File: config.mk
export PLATFORM = sky130hd
export DESIGN_NAME = dm_port_arbiter_flat
export DESIGN_NICKNAME = d
export VERILOG_FILES = /design/src/rtl/dm_port_arbiter_if.sv /design/src/rtl/dm_port_arbiter.sv /design/src/flat_wrapper.sv
export SDC_FILE = /design/constraint.sdc
export NUM_CORES = 1
export LEC_CHECK = 0
export CAP_MARGIN = 10
export CORE_UTILIZATION = 32
export DETAILED_ROUTE_END_ITERATION = 7
export PLACE_DENSITY = 0.73
export SLEW_MARGIN = 20
export SYNTH_ARGS = -nofsm -noshare
export SYNTH_HDL_FRONTEND = slang
export SYNTH_SLANG_ARGS = --single-unit
File: constraint.sdc
create_clock -name clk -period 2.23 [get_ports clk]
set_clock_uncertainty 0.05 [all_clocks]
set_input_delay 0.223 -clock clk [delete_from_list [all_inputs] [get_ports clk]]
set_output_delay 0.223 -clock clk [all_outputs]
set_load 0.005 [all_outputs]
File: src/rtl/dm_port_arbiter_if.sv
// Bundle of the CPU and FPU load/store channels and the data-memory port.
// The arbiter connects through "slave"; the requesters and the memory model use "master".
interface dm_port_arbiter_if #(
  parameter int ADDR_W = 9,
  parameter int DATA_W = 32
);
  logic              cpu_req, cpu_we, cpu_gnt, cpu_rvalid;
  logic [ADDR_W-1:0] cpu_addr;
  logic [DATA_W-1:0] cpu_wdata, cpu_rdata;
  logic              fpu_req, fpu_we, fpu_gnt, fpu_rvalid;
  logic [ADDR_W-1:0] fpu_addr;
  logic [DATA_W-1:0] fpu_wdata, fpu_rdata;
  logic [ADDR_W-1:0] mem_a, mem_dpra;
  logic [DATA_W-1:0] mem_d, mem_dpo;
  logic              mem_we, busy;

  modport slave (
    input  cpu_req, cpu_we, cpu_addr, cpu_wdata,
    input  fpu_req, fpu_we, fpu_addr, fpu_wdata,
    input  mem_dpo,
    output cpu_gnt, cpu_rvalid, cpu_rdata,
    output fpu_gnt, fpu_rvalid, fpu_rdata,
    output mem_a, mem_d, mem_we, mem_dpra, busy
  );

  modport master (
    output cpu_req, cpu_we, cpu_addr, cpu_wdata,
    output fpu_req, fpu_we, fpu_addr, fpu_wdata,
    output mem_dpo,
    input  cpu_gnt, cpu_rvalid, cpu_rdata,
    input  fpu_gnt, fpu_rvalid, fpu_rdata,
    input  mem_a, mem_d, mem_we, mem_dpra, busy
  );
endinterface

File: src/rtl/dm_port_arbiter.sv
// Round-robin CPU/FPU arbiter for the shared data memory. After reset it zero-fills
// the memory before granting, then serves one access per cycle with registered read data.
module dm_port_arbiter #(
  parameter int ADDR_W         = 9,
  parameter int DATA_W         = 32,
  parameter int DEPTH          = 512,
  parameter bit CLEAR_ON_RESET = 1'b1
) (
  input  logic               clk,
  input  logic               rst,
  dm_port_arbiter_if.slave   bus
);
  typedef enum logic {CLEAR, RUN} state_t;

  state_t            state;
  logic [ADDR_W-1:0] clr_cnt;
  logic              last_gnt;   // 1 = FPU held the last grant
  logic              clearing, run;
  logic              cpu_gnt, fpu_gnt, cpu_wr, fpu_wr, cpu_rd, fpu_rd;
  logic              cpu_rvalid, fpu_rvalid;
  logic [DATA_W-1:0] cpu_rdata, fpu_rdata;

  assign run      = (state == RUN);
  assign clearing = (state == CLEAR) && CLEAR_ON_RESET;

  // On a tie the requester that did not win last time takes the slot.
  assign cpu_gnt = run && bus.cpu_req && (!bus.fpu_req || last_gnt);
  assign fpu_gnt = run && bus.fpu_req && (!bus.cpu_req || !last_gnt);
  assign cpu_wr  = cpu_gnt &&  bus.cpu_we;
  assign cpu_rd  = cpu_gnt && !bus.cpu_we;
  assign fpu_wr  = fpu_gnt &&  bus.fpu_we;
  assign fpu_rd  = fpu_gnt && !bus.fpu_we;

  always_comb begin
    bus.mem_we   = 1'b0;
    bus.mem_a    = '0;
    bus.mem_d    = '0;
    bus.mem_dpra = '0;
    if (clearing) begin
      bus.mem_we = 1'b1;
      bus.mem_a  = clr_cnt;
    end else if (cpu_wr) begin
      bus.mem_we = 1'b1;
      bus.mem_a  = bus.cpu_addr;
      bus.mem_d  = bus.cpu_wdata;
    end else if (fpu_wr) begin
      bus.mem_we = 1'b1;
      bus.mem_a  = bus.fpu_addr;
      bus.mem_d  = bus.fpu_wdata;
    end
    if (cpu_rd)      bus.mem_dpra = bus.cpu_addr;
    else if (fpu_rd) bus.mem_dpra = bus.fpu_addr;
  end

  always_ff @(posedge clk or posedge rst) begin
    if (rst) begin
      state      <= CLEAR;
      clr_cnt    <= '0;
      last_gnt   <= 1'b1;
      cpu_rvalid <= 1'b0;
      fpu_rvalid <= 1'b0;
      cpu_rdata  <= '0;
      fpu_rdata  <= '0;
    end else begin
      cpu_rvalid <= cpu_rd;
      fpu_rvalid <= fpu_rd;
      if (cpu_rd) cpu_rdata <= bus.mem_dpo;
      if (fpu_rd) fpu_rdata <= bus.mem_dpo;
      case (state)
        CLEAR: begin
          if (!CLEAR_ON_RESET) begin
            state <= RUN;
          end else begin
            clr_cnt <= clr_cnt + 1'b1;
            if (clr_cnt == ADDR_W'(DEPTH - 1)) state <= RUN;
          end
        end
        RUN: begin
          if (cpu_gnt)      last_gnt <= 1'b0;
          else if (fpu_gnt) last_gnt <= 1'b1;
        end
        default: state <= CLEAR;
      endcase
    end
  end

  assign bus.cpu_gnt    = cpu_gnt;
  assign bus.fpu_gnt    = fpu_gnt;
  assign bus.cpu_rvalid = cpu_rvalid;
  assign bus.fpu_rvalid = fpu_rvalid;
  assign bus.cpu_rdata  = cpu_rdata;
  assign bus.fpu_rdata  = fpu_rdata;
  assign bus.busy       = (state == CLEAR);
endmodule

File: src/flat_wrapper.sv
// flat-port wrapper written by rule: the top's interface ports become plain ports
module dm_port_arbiter_flat 
#(
  parameter int ADDR_W         = 9,
  parameter int DATA_W         = 32,
  parameter int DEPTH          = 512,
  parameter bit CLEAR_ON_RESET = 1'b1
)
  (clk, rst, bus_cpu_req, bus_cpu_we, bus_cpu_addr, bus_cpu_wdata, bus_fpu_req, bus_fpu_we, bus_fpu_addr, bus_fpu_wdata, bus_mem_dpo, bus_cpu_gnt, bus_cpu_rvalid, bus_cpu_rdata, bus_fpu_gnt, bus_fpu_rvalid, bus_fpu_rdata, bus_mem_a, bus_mem_d, bus_mem_we, bus_mem_dpra, bus_busy);
  dm_port_arbiter_if #(.ADDR_W(ADDR_W), .DATA_W(DATA_W)) bus_i ();
  input  logic clk;
  input  logic rst;
  input wire logic [$bits(bus_i.cpu_req)-1:0] bus_cpu_req;
  input wire logic [$bits(bus_i.cpu_we)-1:0] bus_cpu_we;
  input wire logic [$bits(bus_i.cpu_addr)-1:0] bus_cpu_addr;
  input wire logic [$bits(bus_i.cpu_wdata)-1:0] bus_cpu_wdata;
  input wire logic [$bits(bus_i.fpu_req)-1:0] bus_fpu_req;
  input wire logic [$bits(bus_i.fpu_we)-1:0] bus_fpu_we;
  input wire logic [$bits(bus_i.fpu_addr)-1:0] bus_fpu_addr;
  input wire logic [$bits(bus_i.fpu_wdata)-1:0] bus_fpu_wdata;
  input wire logic [$bits(bus_i.mem_dpo)-1:0] bus_mem_dpo;
  output wire logic [$bits(bus_i.cpu_gnt)-1:0] bus_cpu_gnt;
  output wire logic [$bits(bus_i.cpu_rvalid)-1:0] bus_cpu_rvalid;
  output wire logic [$bits(bus_i.cpu_rdata)-1:0] bus_cpu_rdata;
  output wire logic [$bits(bus_i.fpu_gnt)-1:0] bus_fpu_gnt;
  output wire logic [$bits(bus_i.fpu_rvalid)-1:0] bus_fpu_rvalid;
  output wire logic [$bits(bus_i.fpu_rdata)-1:0] bus_fpu_rdata;
  output wire logic [$bits(bus_i.mem_a)-1:0] bus_mem_a;
  output wire logic [$bits(bus_i.mem_d)-1:0] bus_mem_d;
  output wire logic [$bits(bus_i.mem_we)-1:0] bus_mem_we;
  output wire logic [$bits(bus_i.mem_dpra)-1:0] bus_mem_dpra;
  output wire logic [$bits(bus_i.busy)-1:0] bus_busy;
  assign bus_i.cpu_req = bus_cpu_req;
  assign bus_i.cpu_we = bus_cpu_we;
  assign bus_i.cpu_addr = bus_cpu_addr;
  assign bus_i.cpu_wdata = bus_cpu_wdata;
  assign bus_i.fpu_req = bus_fpu_req;
  assign bus_i.fpu_we = bus_fpu_we;
  assign bus_i.fpu_addr = bus_fpu_addr;
  assign bus_i.fpu_wdata = bus_fpu_wdata;
  assign bus_i.mem_dpo = bus_mem_dpo;
  assign bus_cpu_gnt = bus_i.cpu_gnt;
  assign bus_cpu_rvalid = bus_i.cpu_rvalid;
  assign bus_cpu_rdata = bus_i.cpu_rdata;
  assign bus_fpu_gnt = bus_i.fpu_gnt;
  assign bus_fpu_rvalid = bus_i.fpu_rvalid;
  assign bus_fpu_rdata = bus_i.fpu_rdata;
  assign bus_mem_a = bus_i.mem_a;
  assign bus_mem_d = bus_i.mem_d;
  assign bus_mem_we = bus_i.mem_we;
  assign bus_mem_dpra = bus_i.mem_dpra;
  assign bus_busy = bus_i.busy;
  dm_port_arbiter #(.ADDR_W(ADDR_W), .DATA_W(DATA_W), .DEPTH(DEPTH), .CLEAR_ON_RESET(CLEAR_ON_RESET)) u_core (.clk(clk), .rst(rst), .bus(bus_i));
endmodule
==> reports/metrics.csv, run 1 <==
stage;metric;value;unit
logic_synthesis;synth_compound_area_share;13.93;%
min_path;hp-class;primary input to async pin;
grt;grt_max_degree;44;
setup_path;cp_cell_sequence;nor2b_2 -> nor3b_4 -> buf_6 -> buf_6 -> a22o_1 -> clkdlybuf4s50_1;
setup_path;required;1.96;ns
logic_synthesis;syn_area;3556;sq um
setup_path;crit_top_cell;buf_6;
logic_synthesis;ys_seq_area_share;54.22;%
clock_network;cts_max_level;3;
setup_path;end_kind;primary output;
floorplan;start_util;32.80;%
power;power;2700;uW
grt;grt_pass1_vias;3415;
clock_network;hold_buffers;0;
place;dp_cells;638;
status;violations;setup timing;
status;outcome;finished, violations left;
power;p_leak;0.003372;uW
floorplan;placeableCoreArea;10840;sq um
floorplan;die_w;107.4;um
place;place_congestion;0.8474;
place;hpwlAfterDp;9.363;mm
setup_path;critPathLaunchType;flop;
timing;rsz0062_at_grt;true;
clock_network;cts_tree;yes;
logic_synthesis;synth_fp_nets;377;
drt;routed_wl;12.46;mm
timing;tightest_slew;0.3547;ns
place;placed_cell_area;6277;sq um
setup_path;reg2reg_slack;0.24;ns
clock_network;cts.clk_slew.worst_paths;0.08;ns
logic_synthesis;synthAdderAreaFrac;0.7037;%
finish;finalNetCount;641;
setup_path;critical_path_class;flop to primary output;
drt;antenna_left;0;
timing;finalCriticalPeriod;2.381;ns
finish;diodes;0;
clock_network;clock-sinks;77;
flow_run;drv_cap;0;
clock_network;clockBufferDepth;2;
finish;area_growth_syn_to_layout;85.86;%
grt;grt_pass1_wl;18.06;mm
drt;wire_per_inst;18.76;um
logic_synthesis;synth_top_family_by_area;multiplexers;
place;portBuffers;239;
drt;drt_pass1_iterations;4;
timing;finalCritPeriodShare;106.8;%
setup_path;rr_startpoint;u_core.last_gnt;
setup_path;cp.arrival;2.11;ns
place;preCtsSetupSlack;-0.1491;ns
grt;antenna_found_initial;0;
setup_path;cp_num_cells;6;
finish;final_cells;664;
timing;finalHoldViolCount;0;
logic_synthesis;post_synth_xor_area_fraction;1.724;%
logic_synthesis;ys_ff_latch;77;
logic_synthesis;yosys_warnings;0;
drt;vias;3237;
logic_synthesis;muxShareOfSynthArea;20.90;%
timing;fmax;0.4200;GHz
logic_synthesis;synth_cells;255;
grt;grt_use_total;20.93;%
timing;finalSetupViolCount;1;
setup_path;critPathSlowestCell;dfstp_2;
logic_synthesis;synth.distinct_cells;30;
logic_synthesis;syn_area_per_cell;13.94;sq um
floorplan;pin_count;240;
power;ir_worst_vdd;0.3859;mV
timing;slew_violations;0;
power;powerDensity;408.6;nW/um^2
setup_path;r2r_end;u_core.bus.cpu_rdata[3];
drt;drtIter0Drc;146;
setup_path;cpLargestDelayFamily;buffers and inverters;
drt;drcViolationCount;0;
clock_network;cts-root-buf;clkbuf_8;
clock_network;numCtsBuffers;9;
floorplan;die_area;11540;sq um
finish;final_cell_area;6609;sq um
drt;vias_per_cell;4.875;
timing;max_slew_margin;76.30;%
setup_path;slowest_delay;0.56;ns
logic_synthesis;synthSimpleGateAreaFrac;4.926;%
logic_synthesis;netlist.area_leader.share;53.48;%
timing;fin_setup_tns;-0.1508;ns
grt;grt_overflow_total;0;
clock_network;clk_latency;0.33;ns
setup_path;worst-path-buf-inv;3;
finish;drive_gt1_share;23.85;%
setup_path;reg2reg_depth;8;
logic_synthesis;synth_top_cell_by_area;dfrtp_1;
logic_synthesis;synth_area_leaders;dfrtp_1 (53%), mux2_2 (19%), a22o_1 (10%);
setup_path;path_max_fanout;8;
floorplan;die_h;107.4;um
floorplan;fp-row-count;38;
timing;setup_ws;-0.1508;ns
synthesized netlist by cell type:
| master | number |
|---|---|
| dfrtp_1 | 76 |
| mux2_2 | 61 |
| a22o_1 | 42 |
| buf_2 | 11 |
| a221o_1 | 9 |
| nor2b_1 | 9 |
| mux2_1 | 5 |
| xnor2_1 | 5 |
| nor2_1 | 4 |
| buf_4 | 3 |
| buf_6 | 3 |
| inv_1 | 3 |
| nand2_1 | 3 |
| nand3_1 | 3 |
| ha_1 | 2 |
| xor2_1 | 2 |
| a211oi_2 | 1 |
| a211oi_4 | 1 |
| a21oi_1 | 1 |
| and3_1 | 1 |
| clkbuf_2 | 1 |
| dfstp_2 | 1 |
| nand2_2 | 1 |
| nand4_1 | 1 |
| nand4b_1 | 1 |
| nor2b_2 | 1 |
| nor3_4 | 1 |
| nor3b_2 | 1 |
| or2_2 | 1 |
| or3_1 | 1 |
cell type report:
cell class | count | area, sq um
sequential | 77 | 1929
clock inverter | 5 | 60.06
inverter | 3 | 15.01
multi-input combinational | 157 | 1521
clock buffer | 11 | 131.4
timing repair buffer | 271 | 2776
tap | 140 | 175.2
fill | 891 | 4232
where the power goes:
part           leakage, uW  switching [uW]  internal, uW
clock network    0.0000939             504           522
logic              0.00222            84.8           194
registers          0.00106               0          1400
total              0.00337             589          2110
cells by family (layout without fill, tap and decap cells):
| group | after synthesis | in the layout |
|---|---|---|
| mux | 66 | 66 |
| buf+inv | 21 | 290 |
| simple gates | 28 | 28 |
| xor+xnor | 7 | 7 |
| compound gates | 54 | 54 |
| fa+ha+maj | 2 | 2 |
| flops | 77 | 77 |
state kept, by name, summed over array words and instances (netlist names):
signal and cells:
u_core.bus.cpu_rdata 32, u_core.bus.fpu_rvalid 1, u_core.run 1, u_core.bus.cpu_rvalid 1
u_core.clr_cnt 9, u_core.bus.fpu_rdata 32, u_core.last_gnt 1
cell usage in the layout, fill, tap and decap left out, types with 2 or more instances in the layout:
| master | count |
|---|---|
| buf_6 | 4 |
| nand3_1 | 3 |
| xor2_1 | 2 |
| clkinvlp_4 | 2 |
| clkbuf_8 | 9 |
| a211oi_4 | 2 |
| xnor2_1 | 5 |
| buf_4 | 17 |
| nor2b_1 | 9 |
| clkbuf_2 | 7 |
| dlygate4sd2_1 | 23 |
| nor2_1 | 4 |
| clkbuf_1 | 2 |
| nand2_1 | 2 |
| dlymetal6s2s_1 | 21 |
| ha_1 | 2 |
| mux2_2 | 61 |
| dfrtp_1 | 75 |
| mux2_1 | 5 |
| buf_12 | 9 |
| clkdlybuf4s50_1 | 188 |
| a221o_1 | 9 |
| inv_1 | 2 |
| a22o_1 | 42 |
worst max path at each step:
stage | start | to | slack (ns)
6_report | u_core.last_gnt | bus_mem_d[20] | -0.15
5_1_grt | u_core.last_gnt | bus_mem_d[20] | -0.22
4_1_cts | u_core.last_gnt | bus_mem_a[1] | -0.18
3_5_place_dp | bus_cpu_req | bus_mem_d[4] | -0.15
3_3_place_gp | bus_cpu_req | bus_mem_d[4] | -0.11
2_1_floorplan | u_core.run | u_core.bus.fpu_rdata[0] | 0.64
routing by layer:
metal	up-vias	wire length (um)	GRT usage [%]
li1	1485	-	-
met1	1575	4497	21.78
met2	150	6364	38.25
met3	27	1193	6.961
met4	0	400	8.904
met5	-	0	0
stage by stage:
stage	hold WS [ns]	util [%]
6_report	0.1546	60.96
3_3_place_gp	0.4161	57.91
5_1_grt	0.1740	60.96
3_5_place_dp	0.4269	57.91
4_1_cts	0.1432	60.38
2_1_floorplan	0.3077	-
timing repair:
action,4_1_cts,5_1_grt
pin swaps,2,4
endpoints found under the setup margin,51,25
gates resized for setup,38,41
gates cloned,2,0
setup buffers,6,2
Power figures use the tool's default switching activity.
==> inputs of run 2 (changes only) <==
--- a/config.mk
+++ b/config.mk
@@ -8,6 +8,7 @@
 export CAP_MARGIN = 10
 export CORE_UTILIZATION = 32
 export DETAILED_ROUTE_END_ITERATION = 7
+export MAX_ROUTING_LAYER = met4
 export PLACE_DENSITY = 0.73
 export SLEW_MARGIN = 20
 export SYNTH_ARGS = -nofsm -noshare
==> reports/metrics.csv, run 2 (synthesis results as in run 1) <==
stage;metric;value;unit;change
drt;vias;3207;;was 3237
clock_network;clockBufferDepth;2;;unchanged
place;portBuffers;239;;unchanged
finish;finalNetCount;639;;was 641
timing;finalHoldViolCount;0;;unchanged
grt;grt_use_total;21.54;%;was 20.93%
floorplan;pin_count;240;;unchanged
finish;fill_cells;894;;was 891
drt;drt_pass1_iterations;4;;unchanged
drt;drcViolationCount;0;;unchanged
grt;antenna_found_initial;0;;unchanged
timing;fmax;0.4175;GHz;was 0.4200 GHz
grt;grt_pass1_wl;18.04;mm;was 18.06 mm
place;place_congestion;0.8607;;was 0.8474
finish;final_cell_area;6610;sq um;was 6609 sq um
drt;drtIter0Drc;149;;was 146
grt;grt_pass1_vias;3425;;was 3415
clock_network;cts.clk_slew.worst_paths;0.08;ns;about the same
setup_path;critPathSlowestCell;dfstp_2;;unchanged
floorplan;fp-row-count;38;;unchanged
setup_path;critPathLaunchType;flop;;unchanged
grt;grt_overflow_total;0;;unchanged
timing;finalCriticalPeriod;2.395;ns;was 2.381 ns
timing;finalSetupViolCount;4;;was 1
clock_network;clk_latency;0.33;ns;about the same
setup_path;critical_path_class;flop to primary output;;unchanged
floorplan;start_util;32.80;%;unchanged
floorplan;placeableCoreArea;10840;sq um;unchanged
place;hpwlAfterDp;9.363;mm;unchanged
floorplan;die_area;11540;sq um;unchanged
finish;drive_gt1_share;22.03;%;was 23.85%
setup_path;end_kind;primary output;;unchanged
finish;top_regs;u_core.bus.cpu_rdata (32), u_core.bus.fpu_rdata (32), u_core.clr_cnt (9);;unchanged
timing;slew_violations;0;;unchanged
power;ir_worst_vdd;0.3888;mV;was 0.3859 mV
timing;finalCritPeriodShare;107.4;%;was 106.8%
drt;antenna_left;0;;unchanged
setup_path;cp.arrival;2.12;ns;was 2.11 ns
timing;max_slew_margin;76.17;%;was 76.30%
grt;grt_max_degree;44;;unchanged
floorplan;die_h;107.4;um;unchanged
setup_path;crit_top_cell;buf_6;;unchanged
finish;area_growth_syn_to_layout;85.89;%;was 85.86%
timing;tightest_slew;0.3566;ns;was 0.3547 ns
timing;hold_ws;0.1557;ns;was 0.1546 ns
clock_network;cts_max_level;3;;unchanged
setup_path;path_max_fanout;8;;unchanged
clock_network;clock-sinks;77;;unchanged
drt;wire_per_inst;18.66;um;was 18.76 um
setup_path;slowest_delay;0.58;ns;was 0.56 ns
drt;vias_per_cell;4.844;;was 4.875
clock_network;numCtsBuffers;9;;unchanged
power;powerDensity;408.8;nW/um^2;was 408.6 nW/um^2
status;outcome;finished, violations left;;unchanged
power;p_leak;0.003309;uW;was 0.003372 uW
clock_network;cts-root-buf;clkbuf_8;;unchanged
setup_path;required;1.96;ns;about the same
finish;mostFrequentLayoutCells;clkdlybuf4s50_1 (191), dfrtp_1 (76), mux2_2 (61);;was clkdlybuf4s50_1 (188), dfrtp_1 (75), mux2_2 (61)
clock_network;hold_buffers;0;;unchanged
floorplan;die_w;107.4;um;unchanged
timing;setup_ws;-0.1652;ns;was -0.1508 ns
finish;diodes;0;;unchanged
clock_network;cts_tree;yes;;unchanged
setup_path;cp_cell_sequence;nor2b_2 -> nor3b_4 -> buf_6 -> buf_6 -> a22o_1 -> clkdlybuf4s50_1;;unchanged
drt;routed_wl;12.35;mm;was 12.46 mm
place;placed_cell_area;6277;sq um;unchanged
status;violations;setup timing;;unchanged
timing;rsz0062_at_grt;true;;unchanged
flow_run;drv_cap;0;;unchanged
min_path;hp-class;primary input to async pin;;unchanged
finish;final_common_cell;clkdlybuf4s50_1;;unchanged
-- run 2: changes by cell type in the layout (fill, tap and decap cells not counted) --
cell             change
dfrtp_2              -1
dlygate4sd2_1        +4
nand2_2              +1
dfrtp_1              +1
clkdlybuf4s15_1      +3
clkdlybuf4s50_1      +3
nand2_4              -1
dlymetal6s2s_1       -3
buf_4                -2
clkbuf_2             -7
-- run 2: worst paths after layout --
path | end | start | depth (start not counted) | slack (ns)
min | u_core.bus.cpu_rdata[28] | rst | 2 | 0.16
min reg2reg | u_core.bus.fpu_rdata[31] | u_core.bus.fpu_rdata[31] | 1 | 0.44
max in group asynchronous | u_core.last_gnt | rst | 3 | 1.40
max | bus_mem_d[20] | u_core.last_gnt | 6 | -0.17
min in group clk | u_core.bus.fpu_rdata[31] | u_core.bus.fpu_rdata[31] | 1 | 0.44
max reg2reg | u_core.bus.cpu_rdata[3] | u_core.last_gnt | 8 | 0.22
-- run 2: power by group --
group / internal, uW / leakage, uW / switching (uW)
sequential: 1390 / 0.00106 / 0
combinational: 194 / 0.00216 / 83.7
clock: 522 / 0.0000939 / 507
total: 2110 / 0.00331 / 591
-- run 2: repair_timing --
action                     CTS  global route
setup endpoints to repair   51            25
gates cloned                 2             0
pin swaps                    2             2
gates resized for setup     38            25
buffers inserted             6             0
-- run 2: through the flow --
stage | power [uW] | utilization (%) | setup slack, ns | TNS [ns] | instances
global route | 2820 | 60.98 | -0.2401 | -0.9391 | 662
CTS | 2746 | 60.38 | -0.1783 | -3.196 | 662
floorplan | 1449 | - | 0.6400 | 0 | 255
detailed placement | 1701 | 57.91 | -0.1491 | -5.539 | 638
global placement | 1699 | 57.91 | -0.1073 | -4.274 | 638
finish | 2702 | 60.98 | -0.1652 | -0.6039 | 662
-- run 2: critical path: cells and delay by family, from the launching register on --
kind / cells / cell delay (ns)
AO/OA/AOI/OAI: 1 / 0.15
buffers and inverters: 3 / 0.77
flip-flops: 1 / 0.58
AND/OR/NAND/NOR: 2 / 0.29
-- run 2: routing by layer --
layer / vias up / share of wire [%] / track usage [%]
li1: 1480 / - / -
met1: 1552 / 37 / 22.55
met2: 148 / 51 / 38.43
met3: 27 / 8.3 / 5.630
met4: 0 / 3.4 / 8.806
met5: - / 0 / -
-- run 2: area by class of cell --
type	instances	area, sq um	share of cell area (%)
Sequential cell	77	1928	29.17
Multi-Input combinational cell	157	1516	22.94
Clock inverter	5	60.06	0.9086
Inverter	3	15.01	0.2271
Clock buffer	11	131.4	1.988
Tap cell	140	175.2	2.650
Timing Repair Buffer	269	2784	42.12
==> inputs of run 3 (changes only) <==
--- a/config.mk
+++ b/config.mk
@@ -6,10 +6,12 @@
 export NUM_CORES = 1
 export LEC_CHECK = 0
 export CAP_MARGIN = 10
-export CORE_UTILIZATION = 32
+export CORE_UTILIZATION = 36
+export CTS_CLUSTER_SIZE = 14
 export DETAILED_ROUTE_END_ITERATION = 7
+export GPL_TIMING_DRIVEN = 0
 export MAX_ROUTING_LAYER = met4
-export PLACE_DENSITY = 0.73
+export PLACE_DENSITY = 0.78
 export SLEW_MARGIN = 20
 export SYNTH_ARGS = -nofsm -noshare
 export SYNTH_HDL_FRONTEND = slang
==> constraint.sdc (replaced) <==
create_clock -name clk -period 2.7 [get_ports clk]
set_clock_uncertainty 0.05 [all_clocks]
set_input_delay 0.27 -clock clk [delete_from_list [all_inputs] [get_ports clk]]
set_output_delay 0.27 -clock clk [all_outputs]
set_load 0.005 [all_outputs]
==> reports/metrics.csv, run 3 (synthesis results as in run 1) <==
stage;metric;value;unit;change
finish;fill_cells;731;;was 894
finish;area_growth_syn_to_layout;79.52;%;was 85.89%
clock_network;cts.clk_slew.worst_paths;0.08;ns;about the same
grt;grt_pass1_wl;18.42;mm;was 18.04 mm
clock_network;cts_tree;yes;;unchanged
finish;drive_gt1_share;21.47;%;was 22.03%
drt;drtIter0Drc;75;;was 149
drt;wire_per_inst;20.02;um;was 18.66 um
finish;final_common_cell;clkdlybuf4s50_1;;unchanged
timing;finalCriticalPeriod;2.615;ns;
timing;slew_violations;0;;unchanged
floorplan;die_area;10280;sq um;was 11540 sq um
power;netSwitchingFraction;23.87;%;was 21.86%
drt;vias_per_cell;4.969;;was 4.844
floorplan;placeableCoreArea;9415;sq um;was 10840 sq um
power;clockPowerShare;36.5;%;was 38.1%
timing;finalSetupViolCount;0;;was 4
floorplan;die_h;101.4;um;was 107.4 um
floorplan;pin_count;240;;unchanged
setup_path;cp.arrival;2.29;ns;was 2.12 ns
timing;fmax;0.3824;GHz;
drt;antenna_left;0;;unchanged
clock_network;clock-sinks;77;;unchanged
finish;diodes;0;;unchanged
power;power.internal;1649;uW;was 2112 uW
drt;routed_wl;12.93;mm;was 12.35 mm
grt;grt_use_total;25.26;%;was 21.54%
finish;mostFrequentLayoutCells;clkdlybuf4s50_1 (238), dfrtp_1 (76), mux2_2 (61);;was clkdlybuf4s50_1 (191), dfrtp_1 (76), mux2_2 (61)
timing;finalCritPeriodShare;96.85;%;
place;portBuffers;239;;unchanged
setup_path;critPathSlowestCell;clkdlybuf4s50_1;;was dfstp_2
timing;hold_ws;0.2532;ns;was 0.1557 ns
finish;final_cell_area;6384;sq um;was 6610 sq um
grt;antenna_found_initial;0;;unchanged
finish;final_cells;646;;was 662
setup_path;cp_cell_sequence;clkdlybuf4s50_1 -> nor2b_2 -> nor3b_4 -> buf_4 -> buf_4 -> a221o_1 -> clkdlybuf4s50_1;;was nor2b_2 -> nor3b_4 -> buf_6 -> buf_6 -> a22o_1 -> clkdlybuf4s50_1
timing;max_slew_margin;70.43;%;was 76.17%
clock_network;clk_latency;0.35;ns;was 0.33 ns
place;dp_cells;624;;was 638
power;ir_worst_vdd;0.2663;mV;was 0.3888 mV
min_path;hp-class;primary input to async pin;;unchanged
setup_path;end_kind;primary output;;unchanged
timing;finalHoldViolCount;0;;unchanged
timing;rsz0062_at_grt;true;;unchanged
finish;finalNetCount;634;;was 639
grt;grt_pass1_vias;3344;;was 3425
setup_path;critPathLaunchType;primary input;;was flop
place;placed_cell_area;6132;sq um;was 6277 sq um
timing;tightest_slew;0.4436;ns;was 0.3566 ns
floorplan;die_w;101.4;um;was 107.4 um
flow_run;drv_cap;0;;unchanged
finish;regArea;1928;sq um;unchanged
clock_network;cts-root-buf;clkbuf_8;;unchanged
floorplan;start_util;37.77;%;was 32.80%
setup_path;path_max_fanout;10;;was 8
setup_path;slowest_delay;0.50;ns;was 0.58 ns
power;p_leak;0.002809;uW;was 0.003309 uW
drt;drcViolationCount;0;;unchanged
power;pwr-share-comb;10.3;%;about the same
clock_network;numCtsBuffers;9;;unchanged
status;outcome;completed;;was finished, violations left
floorplan;fp-row-count;35;;was 38
power;power.switching;516.9;uW;was 590.7 uW
grt;grt_overflow_total;0;;unchanged
drt;drt_pass1_iterations;4;;unchanged
clock_network;cts_max_level;3;;unchanged
clock_network;clockBufferDepth;2;;unchanged
grt;grt_max_degree;45;;was 44
place;hpwlAfterDp;10.10;mm;was 9.363 mm
finish;multiInputGateArea;1516;sq um;unchanged
finish;top_regs;u_core.bus.cpu_rdata (32), u_core.bus.fpu_rdata (32), u_core.clr_cnt (9);;unchanged
place;place_congestion;0.8109;;was 0.8607
drt;vias;3210;;was 3207
setup_path;required;2.38;ns;was 1.96 ns
setup_path;critical_path_class;primary input to primary output;;was flop to primary output
power;powerDensity;339.2;nW/um^2;was 408.8 nW/um^2
power;pwr-share-seq;53.2;%;was 51.6%
run 3: cell count changes in the layout (fill, tap and decap cells not counted), sizes merged:
cell and change:
clkdlybuf4s50 +47, dlygate4sd2 -26, dlymetal6s2s -18, buf -9, clkbuf +3, clkdlybuf4s15 -3, inv +2, bufinv -1
run 3: layout make-up:
class / count / share of cell area, %
buffer: 18 / 2.097
clock buffer: 10 / 1.999
clock inverter: 6 / 0.7252
inverter: 3 / 0.2156
multi-input combinational: 157 / 23.76
sequential: 77 / 30.20
tap: 129 / 2.528
timing repair buffer: 246 / 38.48
run 3: stage by stage:
step                setup slack (ns)  util [%]  setup TNS (ns)  power (uW)
finish                       0.08517     67.80               0        2166
global placement             -0.7925     64.89          -63.78        1390
global route                0.002865     67.80               0        2238
CTS                         0.007021     67.51               0        2185
floorplan                     0.4150         -               0        1196
detailed placement           -0.1980     65.13          -4.446        1397
run 3: layer usage:
metal / up-vias / wire length (um) / GRT usage [%]
met5: - / 0 / -
met4: 0 / 231 / 6.800
li1: 1471 / - / -
met2: 143 / 6479 / 43.12
met3: 16 / 1011 / 6.211
met1: 1580 / 5209 / 29.72
run 3: power groups by stage:
stage	registers [uW]	clock network [uW]	logic, uW
6_report	1150	790	224
5_1_grt	1150	848	238
4_1_cts	1150	807	225
3_5_place_dp	1180	0	222
3_3_place_gp	1180	0	215
2_1_floorplan	1180	0	21.0
run 3: worst paths after layout:
kind                                     startpoint                        to  slack (ns)  cells past startpoint
max                                     bus_fpu_req              bus_mem_a[0]        0.09                      7
min                                             rst  u_core.bus.fpu_rdata[11]        0.25                      2
max reg2reg                              u_core.run  u_core.bus.cpu_rdata[25]        0.93                      6
min reg2reg                u_core.bus.cpu_rdata[16]  u_core.bus.cpu_rdata[16]        0.45                      1
max in group asynchronous                       rst         u_core.clr_cnt[1]        1.75                      3
min in group clk           u_core.bus.cpu_rdata[16]  u_core.bus.cpu_rdata[16]        0.45                      1
run 3: critical path, delay by kind of cell:
kind	cells	cell delay, ns
buffers and inverters	4	1.31
AND/OR/NAND/NOR	2	0.40
AO/OA/AOI/OAI	1	0.32
run 3: timing repair:
item	4_1_cts	5_1_grt
pin swaps	4	0
hold buffers	0	0
resized for setup	6	7
buffers inserted	4	2
endpoints found under the setup margin	49	27
